`config.mk`:
```
export PLATFORM = sky130hd
export DESIGN_NAME = shift_counter_gen_flat
export DESIGN_NICKNAME = d
export VERILOG_FILES = /design/src/rtl/shift_counter_gen_if.sv /design/src/rtl/shift_counter_gen.sv /design/src/flat_wrapper.sv
export SDC_FILE = /design/constraint.sdc
export NUM_CORES = 1
export LEC_CHECK = 0
export ABC_CLOCK_PERIOD_IN_PS = 9700
export CAP_MARGIN = 20
export CORE_MARGIN = 4
export CORE_UTILIZATION = 40
export CTS_BUF_LIST = sky130_fd_sc_hd__clkbuf_8 sky130_fd_sc_hd__clkbuf_16
export DETAILED_ROUTE_END_ITERATION = 10
export DONT_BUFFER_PORTS = 1
export GPL_TIMING_DRIVEN = 0
export PLACE_DENSITY = 0.54
export SYNTH_ARGS = -nofsm -noshare
export SYNTH_HDL_FRONTEND = slang
export SYNTH_SLANG_ARGS = --single-unit
```
`constraint.sdc`:
```
create_clock -name clk -period 9.7 [get_ports clk]
set_input_delay 0.97 -clock clk [delete_from_list [all_inputs] [get_ports clk]]
set_output_delay 0.97 -clock clk [all_outputs]
set_load 0.01 [all_outputs]
```
`src/rtl/shift_counter_gen_if.sv`:
```
// Control and status bundle for shift_counter_gen: stepping controls in,
// counter state, phase index and event pulses out.
interface shift_counter_gen_if #(
  parameter int WIDTH = 4
);
  localparam int PW = $clog2(2 * WIDTH);

  logic             en;
  logic             mode;
  logic             dir;
  logic             load;
  logic [WIDTH-1:0] load_val;
  logic [WIDTH-1:0] count;
  logic [PW-1:0]    phase;
  logic             wrap;
  logic             illegal;

  modport master (
    output en, mode, dir, load, load_val,
    input  count, phase, wrap, illegal
  );

  modport slave (
    input  en, mode, dir, load, load_val,
    output count, phase, wrap, illegal
  );
endinterface

```
`src/rtl/shift_counter_gen.sv`:
```
// WIDTH-bit Johnson/ring shift counter with direction, enable, parallel load,
// illegal-state self-correction, registered binary phase and wrap pulse.
module shift_counter_gen #(
  parameter  int WIDTH = 4,
  localparam int PW    = $clog2(2 * WIDTH)
) (
  input  logic                 clk,
  input  logic                 reset,
  shift_counter_gen_if.slave   bus
);

  logic [WIDTH-1:0] count_q, next_count, home;
  logic [PW-1:0]    phase_q;
  logic             wrap_q, illegal_q;
  logic             next_wrap, next_illegal;

  // Johnson codes have at most one 0/1 boundary between adjacent bits;
  // ring codes are exactly one-hot.
  function automatic logic is_legal(input logic m, input logic [WIDTH-1:0] v);
    int edges;
    edges = 0;
    if (m) return ($countones(v) == 1);
    for (int i = 0; i < WIDTH - 1; i++)
      if (v[i] != v[i+1]) edges++;
    return (edges <= 1);
  endfunction

  function automatic logic [PW-1:0] phase_of(input logic m, input logic [WIDTH-1:0] v);
    int k;
    logic [PW-1:0] p;
    p = '0;
    if (m) begin
      for (int i = 0; i < WIDTH; i++)
        if (v[i]) p = PW'(i);
    end else begin
      k = $countones(v);
      p = v[WIDTH-1] ? PW'(2 * WIDTH - k) : PW'(k);
    end
    return p;
  endfunction

  // NOTE: every signal written here gets a default first so no path leaves
  // it unassigned; otherwise synthesis infers a latch.
  always_comb begin
    home         = bus.mode ? {{(WIDTH-1){1'b0}}, 1'b1} : '0;
    next_count   = count_q;
    next_wrap    = 1'b0;
    next_illegal = 1'b0;
    if (bus.load) begin
      if (is_legal(bus.mode, bus.load_val)) begin
        next_count = bus.load_val;
      end else begin
        next_count   = home;
        next_illegal = 1'b1;
      end
    end else if (!is_legal(bus.mode, count_q)) begin
      next_count   = home;
      next_illegal = 1'b1;
    end else if (bus.en) begin
      case ({bus.mode, bus.dir})
        2'b00:   next_count = {count_q[WIDTH-2:0], ~count_q[WIDTH-1]};
        2'b01:   next_count = {~count_q[0], count_q[WIDTH-1:1]};
        2'b10:   next_count = {count_q[WIDTH-2:0], count_q[WIDTH-1]};
        default: next_count = {count_q[0], count_q[WIDTH-1:1]};
      endcase
      next_wrap = (next_count == home);
    end
  end

  // Phase is derived from the value being registered, so it can never
  // drift from count.
  // NOTE: state registers use non-blocking assignments so every flop samples
  // pre-edge values regardless of statement order.
  always_ff @(posedge clk) begin
    if (reset) begin
      count_q   <= home;
      phase_q   <= '0;
      wrap_q    <= 1'b0;
      illegal_q <= 1'b0;
    end else begin
      count_q   <= next_count;
      phase_q   <= phase_of(bus.mode, next_count);
      wrap_q    <= next_wrap;
      illegal_q <= next_illegal;
    end
  end

  assign bus.count   = count_q;
  assign bus.phase   = phase_q;
  assign bus.wrap    = wrap_q;
  assign bus.illegal = illegal_q;

endmodule

```
`src/flat_wrapper.sv`:
```
// flat-port wrapper written by rule: the top's interface ports become plain ports
module shift_counter_gen_flat 
#(
  parameter  int WIDTH = 4,
  localparam int PW    = $clog2(2 * WIDTH)
)
  (clk, reset, bus_en, bus_mode, bus_dir, bus_load, bus_load_val, bus_count, bus_phase, bus_wrap, bus_illegal);
  shift_counter_gen_if #(.WIDTH(WIDTH)) bus_i ();
  input  logic clk;
  input  logic reset;
  input wire logic [$bits(bus_i.en)-1:0] bus_en;
  input wire logic [$bits(bus_i.mode)-1:0] bus_mode;
  input wire logic [$bits(bus_i.dir)-1:0] bus_dir;
  input wire logic [$bits(bus_i.load)-1:0] bus_load;
  input wire logic [$bits(bus_i.load_val)-1:0] bus_load_val;
  output wire logic [$bits(bus_i.count)-1:0] bus_count;
  output wire logic [$bits(bus_i.phase)-1:0] bus_phase;
  output wire logic [$bits(bus_i.wrap)-1:0] bus_wrap;
  output wire logic [$bits(bus_i.illegal)-1:0] bus_illegal;
  assign bus_i.en = bus_en;
  assign bus_i.mode = bus_mode;
  assign bus_i.dir = bus_dir;
  assign bus_i.load = bus_load;
  assign bus_i.load_val = bus_load_val;
  assign bus_count = bus_i.count;
  assign bus_phase = bus_i.phase;
  assign bus_wrap = bus_i.wrap;
  assign bus_illegal = bus_i.illegal;
  shift_counter_gen #(.WIDTH(WIDTH)) u_core (.clk(clk), .reset(reset), .bus(bus_i));
endmodule
```
==> results of run 1 <==
## metrics by stage
stage | hold WS, ns | worst slack [ns] | util | power [mW] | cell area [sq um]
3_3_place_gp | 0.7456 | 5.175 | 0.4329 | 0.1048 | 948.4
3_5_place_dp | 0.7342 | 5.168 | 0.4329 | 0.1063 | 948.4
4_1_cts | 0.7424 | 5.394 | 0.4535 | 0.1495 | 993.5
6_report | 0.7350 | 5.399 | 0.4535 | 0.1470 | 993.5
2_1_floorplan | 0.6343 | 5.369 | - | 0.09497 | 913.4
5_1_grt | 0.7649 | 5.231 | 0.4535 | 0.1591 | 993.5
## routing by layer
layer,vias to the layer above,global-route usage,part of all wire
li1,366,-,-
met1,312,0.1545,0.51
met2,14,0.1672,0.44
met3,0,0.04872,0.057
met4,0,0.02083,0
met5,-,0,0
## where the power goes
group	total (mW)	switching, mW	internal [mW]	leakage, nW
registers	0.0473	0.00601	0.0412	0.0741
logic	0.0579	0.0306	0.0272	0.356
clock network	0.0419	0.0144	0.0275	0.0269
## placed cells by master (no fill, tap or decap), types with 4 or more instances in the layout
master | Yosys | final
nand2_1 | 7 | 7
inv_1 | 12 | 13
a21oi_1 | 4 | 4
dfxtp_1 | 9 | 9
ha_1 | 13 | 13
nor2_1 | 9 | 9
mux2i_1 | 4 | 4
## sequential cells by signal, summed over array words and instances, names as in the netlist
| signal | cells |
|---|---|
| u_core.bus.count | 4 |
| u_core.bus.illegal | 1 |
| u_core.bus.phase | 3 |
| u_core.bus.wrap | 1 |
## worst max-delay path, delay by kind of cell
family,cells,cell delay (ns)
adder cells (fa/ha/maj),7,2.21
AO/OA/AOI/OAI,4,1.08
buffers and inverters,2,0.11
multiplexers,1,0.06
## final cells by class
type	count	share of cell area
Multi-Input combinational cell	76	0.6348
Sequential cell	9	0.1814
Buffer	8	0.05793
Inverter	12	0.04534
Clock buffer	3	0.04156
Tap cell	28	0.03526
Clock inverter	1	0.003778
## worst max-delay path by stage
stage	startpoint	to	slack [ns]
after global routing	bus_load_val[0]	u_core.bus.phase[1]	5.23
final	bus_load_val[0]	u_core.bus.phase[1]	5.40
after detailed placement	bus_load_val[0]	u_core.bus.phase[1]	5.17
after floorplan	bus_load_val[0]	u_core.bus.phase[1]	5.37
after CTS	bus_load_val[0]	u_core.bus.phase[1]	5.39
after global placement	bus_load_val[0]	u_core.bus.phase[1]	5.17
## kinds of logic (layout without fill, tap and decap cells)
logic type	Yosys count	count (layout)	share of synthesized area
AND/OR/NAND/NOR	28	28	0.1603
buffers and inverters	20	24	0.1123
multiplexers	5	5	0.05617
XOR/XNOR	4	4	0.03836
adder cells (fa/ha/maj)	16	16	0.2438
flip-flops	9	9	0.1973
AO/OA/AOI/OAI	23	23	0.1918
==> out/metrics.csv, run 1 <==
stage,metric,value,unit
run_status,outcome,"complete, no violations",
place,routabilityCongestion,0.7210,
worst_setup_path,r2r_start,u_core.bus.count[3],
timing,fin_crit_sh,0.4434,
clock_tree,root_buffer,clkbuf_8,
worst_setup_path,critPathMaxFanout,4,
clock_tree,cts_buffers,3,
place,dpl.hpwl,1380,um
global_routing,grt_pass1_vias,676,
clock_tree,clkLatencyLatePin,0.23,ns
yosys,netlist_area,913.4,sq um
yosys,synth_top_area_frac,0.1973,
clock_tree,clock_path_buffers,2,
yosys,ys.flop_type,dfxtp_1,
pwr,peakVddDrop,105.6,uV
worst_setup_path,path_cells,ha_1 > ha_1 > fa_1 > o31ai_1 > o211ai_1 > o22a_2 > ha_1 > ha_1 > inv_1 > fa_1 > ha_1 > inv_1 > mux2i_1 > o21a_1,
place,placed_cells,133,
route,dr.first_iter.drc_count,9,
pwr,p_leak,0.4569,nW
worst_setup_path,start_kind,input port,
global_routing,grt_pass1_wl,2884,um
route,dr.pass1.iters,4,
route,vias_per_cell,5.051,
die,num_rows,17,
route,wire_per_inst,12.64,um
global_routing,grt-ovfl-total,0,
finish,layout-drive-gt1-share,0.1376,
yosys,ys_async_sr_fraction,0,
die,die_y,55.79,um
finish,synthToLayoutAreaGrowth,8.767,%
timing,hold_viol_final,0,
global_routing,antenna_found_initial,0,
yosys,seq_area_frac_synth,0.1973,
worst_setup_path,r2r_slack,5.56,ns
route,num_vias,692,
clock_tree,clk_pin_slew,0.05,ns
timing,clock.fmax,232.5,MHz
die,core,2191,sq um
route,ant_nets,0,
place,io_buffers,0,
global_routing,grt_use_total,0.1135,
finish,finalNonFillerCells,137,
die,ios,19,
min_path,hp-start,u_core.bus.count[0],
timing,fin_tns_setup,0,ns
worst_setup_path,crit_path_frequent_cell,ha_1,
timing,relSlewSlack,0.6350,
yosys,synth_edf_count,0,
clock_tree,holdBufCountCts,0,
worst_setup_path,r2r_end,u_core.bus.phase[1],
yosys,synth_commonest_cells,"ha_1 (13), inv_1 (12), dfxtp_1 (9), nor2_1 (9), nand2_1 (7)",
timing,period_needed,4.301,ns
die,die_w,55.79,um
die,start_util,0.4169,
clock_tree,postCtsSetupBuffers,0,
yosys,yosysMostFrequentCell,ha_1,
worst_setup_path,crit_arrival,4.42,ns
finish,ff_latch_area,180.2,sq um
worst_setup_path,critical_path_class,in -> reg,
worst_setup_path,rr_worst_depth,16,
yosys,ys_types,40,
run,cap_violations,0,
min_path,hold_end,u_core.bus.wrap,
yosys,synth.largest_area_cell,dfxtp_1,
route,wl,1731,um
clock_tree,cts_tree,yes,
yosys,synth_nets,131,
yosys,yosysWarnings,0,
global_routing,grt_max_degree,11,
timing,worst_slew_pin_slew,0.5452,ns
finish,nets,136,
finish,antennaDiodeCount,0,
yosys,synth_area_leaders,"dfxtp_1 (20%), ha_1 (18%), fa_1 (6.6%)",
die,dieArea,3112,sq um
worst_setup_path,worstPathRequired,9.82,ns
worst_setup_path,max_stage_delay,0.43,ns
timing,finalSetupViolations,0,
min_path,hold_path.class,reg -> reg,
worst_setup_path,end_kind,flop,
timing,grt_setup_unrepaired,no,
yosys,avgSynthCellArea,8.699,sq um
yosys,postSynthCellCount,105,
pwr,powerDensity,148.0,nW/um^2
clock_tree,h-tree-depth,1,
min_path,whs_path_depth,1,
route,drc_errors,0,
yosys,ys_ff_latch,9,
clock_tree,clock-sinks,9,
clock_tree,cts_resized,0,
timing,slew_viol_final,0,
finish,nFillCells,233,
finish,multi_input_area,630.6,sq um
worst_setup_path,slowest_stage,fa_1,
timing,skew,0.002314,ns
No activity file was read; power rests on OpenSTA's default activity.
==> run 2, diff against run 1 <==
ABC_CLOCK_PERIOD_IN_PS = 4100   (was 9700)
clock period = 4.1 ns   (was 9.7 ns; I/O delays follow)
==> run 2 against run 1 <==
Net effect: first-iteration DRC count is 56% lower; power up 140%; core utilization increased by 1.7 points; non-clock buffer count is the same; worst hold slack lost 0.28 ns; via count unchanged; count of clock-buffer cells in the layout unchanged; wire length up 1.4%; highest routed layer unchanged.
==> out/metrics.csv, run 2 (synthesized netlist as in run 1, its figures left out) <==
stage,metric,value,unit,change
timing,hold_viol_final,0,,unchanged
worst_setup_path,worstPathRequired,4.22,ns,was 9.82 ns
worst_setup_path,critical_path_class,reg -> reg,,was in -> reg
finish,final_common_cell,inv_1,,
global_routing,grt_max_degree,11,,unchanged
timing,slew_viol_final,0,,unchanged
worst_setup_path,critPathMaxFanout,7,,was 4
run,cap_violations,0,,unchanged
clock_tree,cts_buffers,3,,unchanged
run_status,outcome,"complete, no violations",,unchanged
pwr,peakVddDrop,250.9,uV,was 105.6 uV
worst_setup_path,crit_end,u_core.bus.phase[1],,unchanged
pwr,powerDensity,342.7,nW/um^2,was 148.0 nW/um^2
route,dr.first_iter.drc_count,4,,was 9
worst_setup_path,end_kind,flop,,unchanged
die,dieArea,3112,sq um,unchanged
place,routabilityCongestion,0.7210,,unchanged
clock_tree,cts_resized,3,,was 0
global_routing,grt-ovfl-total,0,,unchanged
worst_setup_path,rr_worst_depth,16,,unchanged
route,vias_per_cell,5.051,,unchanged
timing,fin_ws,0.1870,ns,was 5.399 ns
route,wl,1755,um,was 1731 um
timing,finalSetupViolations,0,,unchanged
clock_tree,postCtsSetupBuffers,0,,unchanged
place,dpl.hpwl,1380,um,unchanged
worst_setup_path,start_kind,flop,,was input port
global_routing,grt_pass1_vias,676,,unchanged
global_routing,grt_use_total,0.1135,,unchanged
route,wire_per_inst,12.81,um,was 12.64 um
timing,fin_crit_sh,0.9544,,
clock_tree,clock-sinks,9,,unchanged
die,core,2191,sq um,unchanged
route,ant_nets,0,,unchanged
min_path,hold_path.class,in -> reg,,was reg -> reg
route,dr.pass1.iters,4,,unchanged
worst_setup_path,r2r_slack,0.19,ns,was 5.56 ns
timing,grt_setup_unrepaired,no,,unchanged
place,io_buffers,0,,unchanged
timing,skew,0.001892,ns,was 0.002314 ns
finish,nets,136,,unchanged
finish,largest_register_ff_count,4,,unchanged
die,start_util,0.4169,,unchanged
global_routing,grt_pass1_wl,2884,um,unchanged
route,drc_errors,0,,unchanged
clock_tree,holdBufCountCts,0,,unchanged
timing,period_needed,3.913,ns,
clock_tree,cts_tree,yes,,unchanged
die,ios,19,,unchanged
place,place_ws,-0.03450,ns,was 5.168 ns
timing,worst_slew_pin_slew,0.5448,ns,was 0.5452 ns
pwr,total_power,0.3534,mW,was 0.1470 mW
pwr,p_leak,0.4559,nW,was 0.4569 nW
worst_setup_path,crit_arrival,4.04,ns,was 4.42 ns
clock_tree,h-tree-depth,1,,unchanged
worst_setup_path,r2r_start,u_core.bus.count[2],,was u_core.bus.count[3]
worst_setup_path,r2r_end,u_core.bus.phase[1],,unchanged
route,num_vias,692,,unchanged
clock_tree,root_buffer,clkbuf_8,,unchanged
timing,relSlewSlack,0.6352,,was 0.6350
worst_setup_path,crit_path_start,u_core.bus.count[2],,was bus_load_val[0]
finish,antennaDiodeCount,0,,unchanged
die,num_rows,17,,unchanged
global_routing,antenna_found_initial,0,,unchanged
clock_tree,clock_path_buffers,2,,unchanged
finish,layout_common_cells,"inv_1 (13), ha_1 (11), nor2_1 (9)",,"was inv_1 (13), ha_1 (13), nor2_1 (9), dfxtp_1 (9), nand2_1 (7)"
die,die_y,55.79,um,unchanged
clock_tree,clk_pin_slew,0.04,ns,was 0.05 ns
die,die_w,55.79,um,unchanged
clock_tree,clkLatencyLatePin,0.23,ns,about the same
timing,clock.fmax,255.6,MHz,
finish,synthToLayoutAreaGrowth,12.88,%,was 8.767%
finish,layout-drive-gt1-share,0.1927,,was 0.1376
==> run 2: report_power, final <==
| group | switching, mW | internal (mW) | leakage, nW |
|---|---|---|---|
| Sequential | 0.0160 | 0.0982 | 0.0763 |
| Combinational | 0.0726 | 0.0673 | 0.353 |
| Clock | 0.0341 | 0.0651 | 0.0269 |
==> run 2: layout make-up <==
cell class | count | area, sq um
Buffer | 8 | 57.56
Clock buffer | 3 | 41.29
Clock inverter | 1 | 3.754
Fill cell | 226 | 1160
Inverter | 12 | 45.04
Multi-Input combinational cell | 76 | 655.6
Sequential cell | 9 | 192.7
Tap cell | 28 | 35.03
==> run 2: per-stage QoR <==
step,utilization,hold slack (ns),TNS [ns],cell area (sq um),instances
final,0.4706,0.4516,0,1031,137
after global routing,0.4706,0.4735,0,1031,137
after CTS,0.4552,0.4523,0,997.2,137
after detailed placement,0.4329,0.7043,-0.03450,948.4,133
after global placement,0.4329,0.7012,-0.02229,948.4,133
after floorplan,-,0.6343,0,913.4,105
==> run 2: metal layers <==
metal | up-vias | wire length (um) | track usage
li1 | 368 | - | -
met1 | 306 | 866 | 0.1545
met2 | 18 | 776 | 0.1672
met3 | 0 | 112 | 0.04872
met4 | 0 | 0 | 0.02083
met5 | - | 0 | 0
==> run 2: worst max-delay path, cell delays in order (launching register included) <==
cell,delay [ns]
dfxtp_4,0.38
ha_4,0.25
ha_1,0.20
fa_1,0.43
nor2_1,0.10
a21boi_0,0.10
or3_1,0.34
buf_6,0.15
o22a_2,0.26
ha_1,0.30
ha_1,0.20
inv_1,0.06
fa_1,0.43
ha_1,0.31
inv_1,0.05
mux2i_1,0.06
o21a_1,0.18
==> run 2: worst min-delay path by stage <==
stage / to / from / depth (start not counted) / slack (ns)
floorplan: u_core.bus.wrap / u_core.bus.count[0] / 1 / 0.63
global placement: u_core.bus.count[2] / bus_load_val[2] / 3 / 0.70
detailed placement: u_core.bus.count[2] / bus_load_val[2] / 3 / 0.70
CTS: u_core.bus.count[2] / bus_load_val[2] / 3 / 0.45
global route: u_core.bus.count[2] / bus_load_val[2] / 3 / 0.47
finish: u_core.bus.count[2] / bus_load_val[2] / 3 / 0.45
==> run 3, diff against run 2 <==
PLACE_DENSITY = 0.57   (was 0.54)
==> run 3 against run 2 <==
Net effect: final cell count did not move; combinational power hardly changed; clock skew up 0.0015 ns; power increased by 0.72%; sequential power hardly changed; fmax increased by 0.58%; first-iteration DRC count rose to 2.8 times the previous value; count of clock-buffer cells in the layout did not move; die area unchanged; non-clock buffer count unchanged; wire length up 2.2%; clock power barely moved; critical endpoint unchanged; largest cell class unchanged; largest power group unchanged; highest routed layer is now met4.
==> out/metrics.csv, run 3 (synthesized netlist as in run 1, its figures left out) <==
stage,metric,value,unit,change
run_status,outcome,"complete, no violations",,unchanged
route,ant_nets,0,,unchanged
timing,hold_viol_final,0,,unchanged
place,place_ws,-0.08130,ns,was -0.03450 ns
timing,fin_crit_sh,0.9489,,was 0.9544
clock_tree,holdBufCountCts,0,,unchanged
route,dr.pass1.iters,3,,was 4
timing,finalSetupViolations,0,,unchanged
finish,final_common_cell,inv_1,,unchanged
finish,antennaDiodeCount,0,,unchanged
die,dieArea,3112,sq um,unchanged
global_routing,grt_use_total,0.1182,,was 0.1135
run,cap_violations,0,,unchanged
clock_tree,cts_buffers,3,,unchanged
global_routing,grt-ovfl-total,0,,unchanged
finish,nFillCells,219,,was 226
min_path,hold_path.class,in -> reg,,unchanged
clock_tree,clkLatencyLatePin,0.24,ns,was 0.23 ns
timing,skew,0.003421,ns,was 0.001892 ns
timing,clock.fmax,257.0,MHz,was 255.6 MHz
route,drc_errors,0,,unchanged
finish,post-route-util,0.4706,,unchanged
global_routing,antenna_found_initial,0,,unchanged
place,placed_cells,133,,unchanged
die,core,2191,sq um,unchanged
worst_setup_path,worstPathRequired,4.23,ns,was 4.22 ns
clock_tree,clock-sinks,9,,unchanged
clock_tree,clk_pin_slew,0.05,ns,was 0.04 ns
worst_setup_path,start_kind,flop,,unchanged
finish,synthToLayoutAreaGrowth,12.88,%,unchanged
clock_tree,clock_path_buffers,2,,unchanged
clock_tree,cts_tree,yes,,unchanged
route,dr.first_iter.drc_count,11,,was 4
finish,largest_register_ff_count,4,,unchanged
clock_tree,postCtsSetupBuffers,0,,unchanged
timing,relSlewSlack,0.6599,,was 0.6352
pwr,peakVddDrop,216.6,uV,was 250.9 uV
finish,multi_input_area,655.6,sq um,unchanged
clock_tree,cts_resized,3,,unchanged
route,vias_per_cell,5.285,,was 5.051
global_routing,grt_pass1_vias,679,,was 676
timing,slew_viol_final,0,,unchanged
finish,layout-drive-gt1-share,0.1927,,unchanged
finish,nets,136,,unchanged
timing,fin_ws,0.2094,ns,was 0.1870 ns
timing,period_needed,3.891,ns,was 3.913 ns
die,num_rows,17,,unchanged
timing,grt_setup_unrepaired,no,,unchanged
worst_setup_path,critical_path_class,reg -> reg,,unchanged
worst_setup_path,end_kind,flop,,unchanged
route,num_vias,724,,was 692
worst_setup_path,crit_arrival,4.02,ns,was 4.04 ns
worst_setup_path,critPathMaxFanout,7,,unchanged
timing,whs,0.4651,ns,was 0.4516 ns
timing,worst_slew_pin_slew,0.5080,ns,was 0.5448 ns
place,routabilityCongestion,0.7423,,was 0.7210
global_routing,grt_pass1_wl,2960,um,was 2884 um
finish,finalNonFillerCells,137,,unchanged
clock_tree,h-tree-depth,1,,unchanged
place,dpl.hpwl,1478,um,was 1380 um
clock_tree,root_buffer,clkbuf_8,,unchanged
route,wl,1794,um,was 1755 um
die,die_y,55.79,um,unchanged
place,io_buffers,0,,unchanged
global_routing,grt_max_degree,11,,unchanged
die,start_util,0.4169,,unchanged
die,die_w,55.79,um,unchanged
finish,ff_latch_area,192.7,sq um,unchanged
die,ios,19,,unchanged
pwr,powerDensity,345.2,nW/um^2,was 342.7 nW/um^2
route,wire_per_inst,13.09,um,was 12.81 um
pwr,p_leak,0.4565,nW,was 0.4559 nW
finish,layout_common_cells,"inv_1 (13), ha_1 (11), nor2_1 (9)",,unchanged
[run 3: metrics by stage]
step / power, mW / TNS [ns] / area [sq um]
2_1_floorplan: 0.2247 / 0 / 913.4
3_3_place_gp: 0.2458 / -0.001484 / 948.4
3_5_place_dp: 0.2530 / -0.1239 / 948.4
4_1_cts: 0.3539 / 0 / 997.2
5_1_grt: 0.3872 / 0 / 1031
6_report: 0.3559 / 0 / 1031
[run 3: worst paths after layout]
kind | from | slack [ns] | cells after the start | endpoint
setup / recovery | u_core.bus.count[2] | 0.21 | 16 | u_core.bus.phase[1]
hold / removal | bus_load_val[2] | 0.47 | 3 | u_core.bus.count[2]
setup reg to reg | u_core.bus.count[2] | 0.21 | 16 | u_core.bus.phase[1]
hold reg to reg | u_core.bus.count[0] | 0.59 | 1 | u_core.bus.wrap
[run 3: cell type report]
cell class              count  share of cell area
multi-input cells          76              0.6359
clock inverters             1            0.003641
plain buffers               8             0.05583
well taps                  28             0.03398
clock buffers               3             0.04005
flip-flops and latches      9              0.1869
inverters                  12             0.04369
[run 3: per-layer routing]
metal,vias up,GRT usage,wire [um]
li1,364,-,-
met1,340,0.1499,821
met2,17,0.1807,844
met3,3,0.03248,100
met4,0,0.06250,27
met5,-,0,0
[run 3: power by group]
part           internal (mW)  switching, mW  leakage [nW]
combinational         0.0673         0.0731         0.353
clock                 0.0653         0.0360        0.0269
sequential            0.0982         0.0160        0.0763
total                  0.231          0.125         0.456
[run 3: critical path, cell delays in order (launching register included)]
cell	delay, ns
dfxtp_4	0.41
ha_4	0.22
ha_1	0.20
fa_1	0.43
nor2_1	0.11
a21boi_1	0.08
or3_1	0.32
buf_6	0.15
o22a_2	0.26
ha_1	0.30
ha_1	0.20
inv_1	0.07
fa_1	0.43
ha_1	0.30
inv_1	0.05
mux2i_1	0.05
o21a_1	0.17
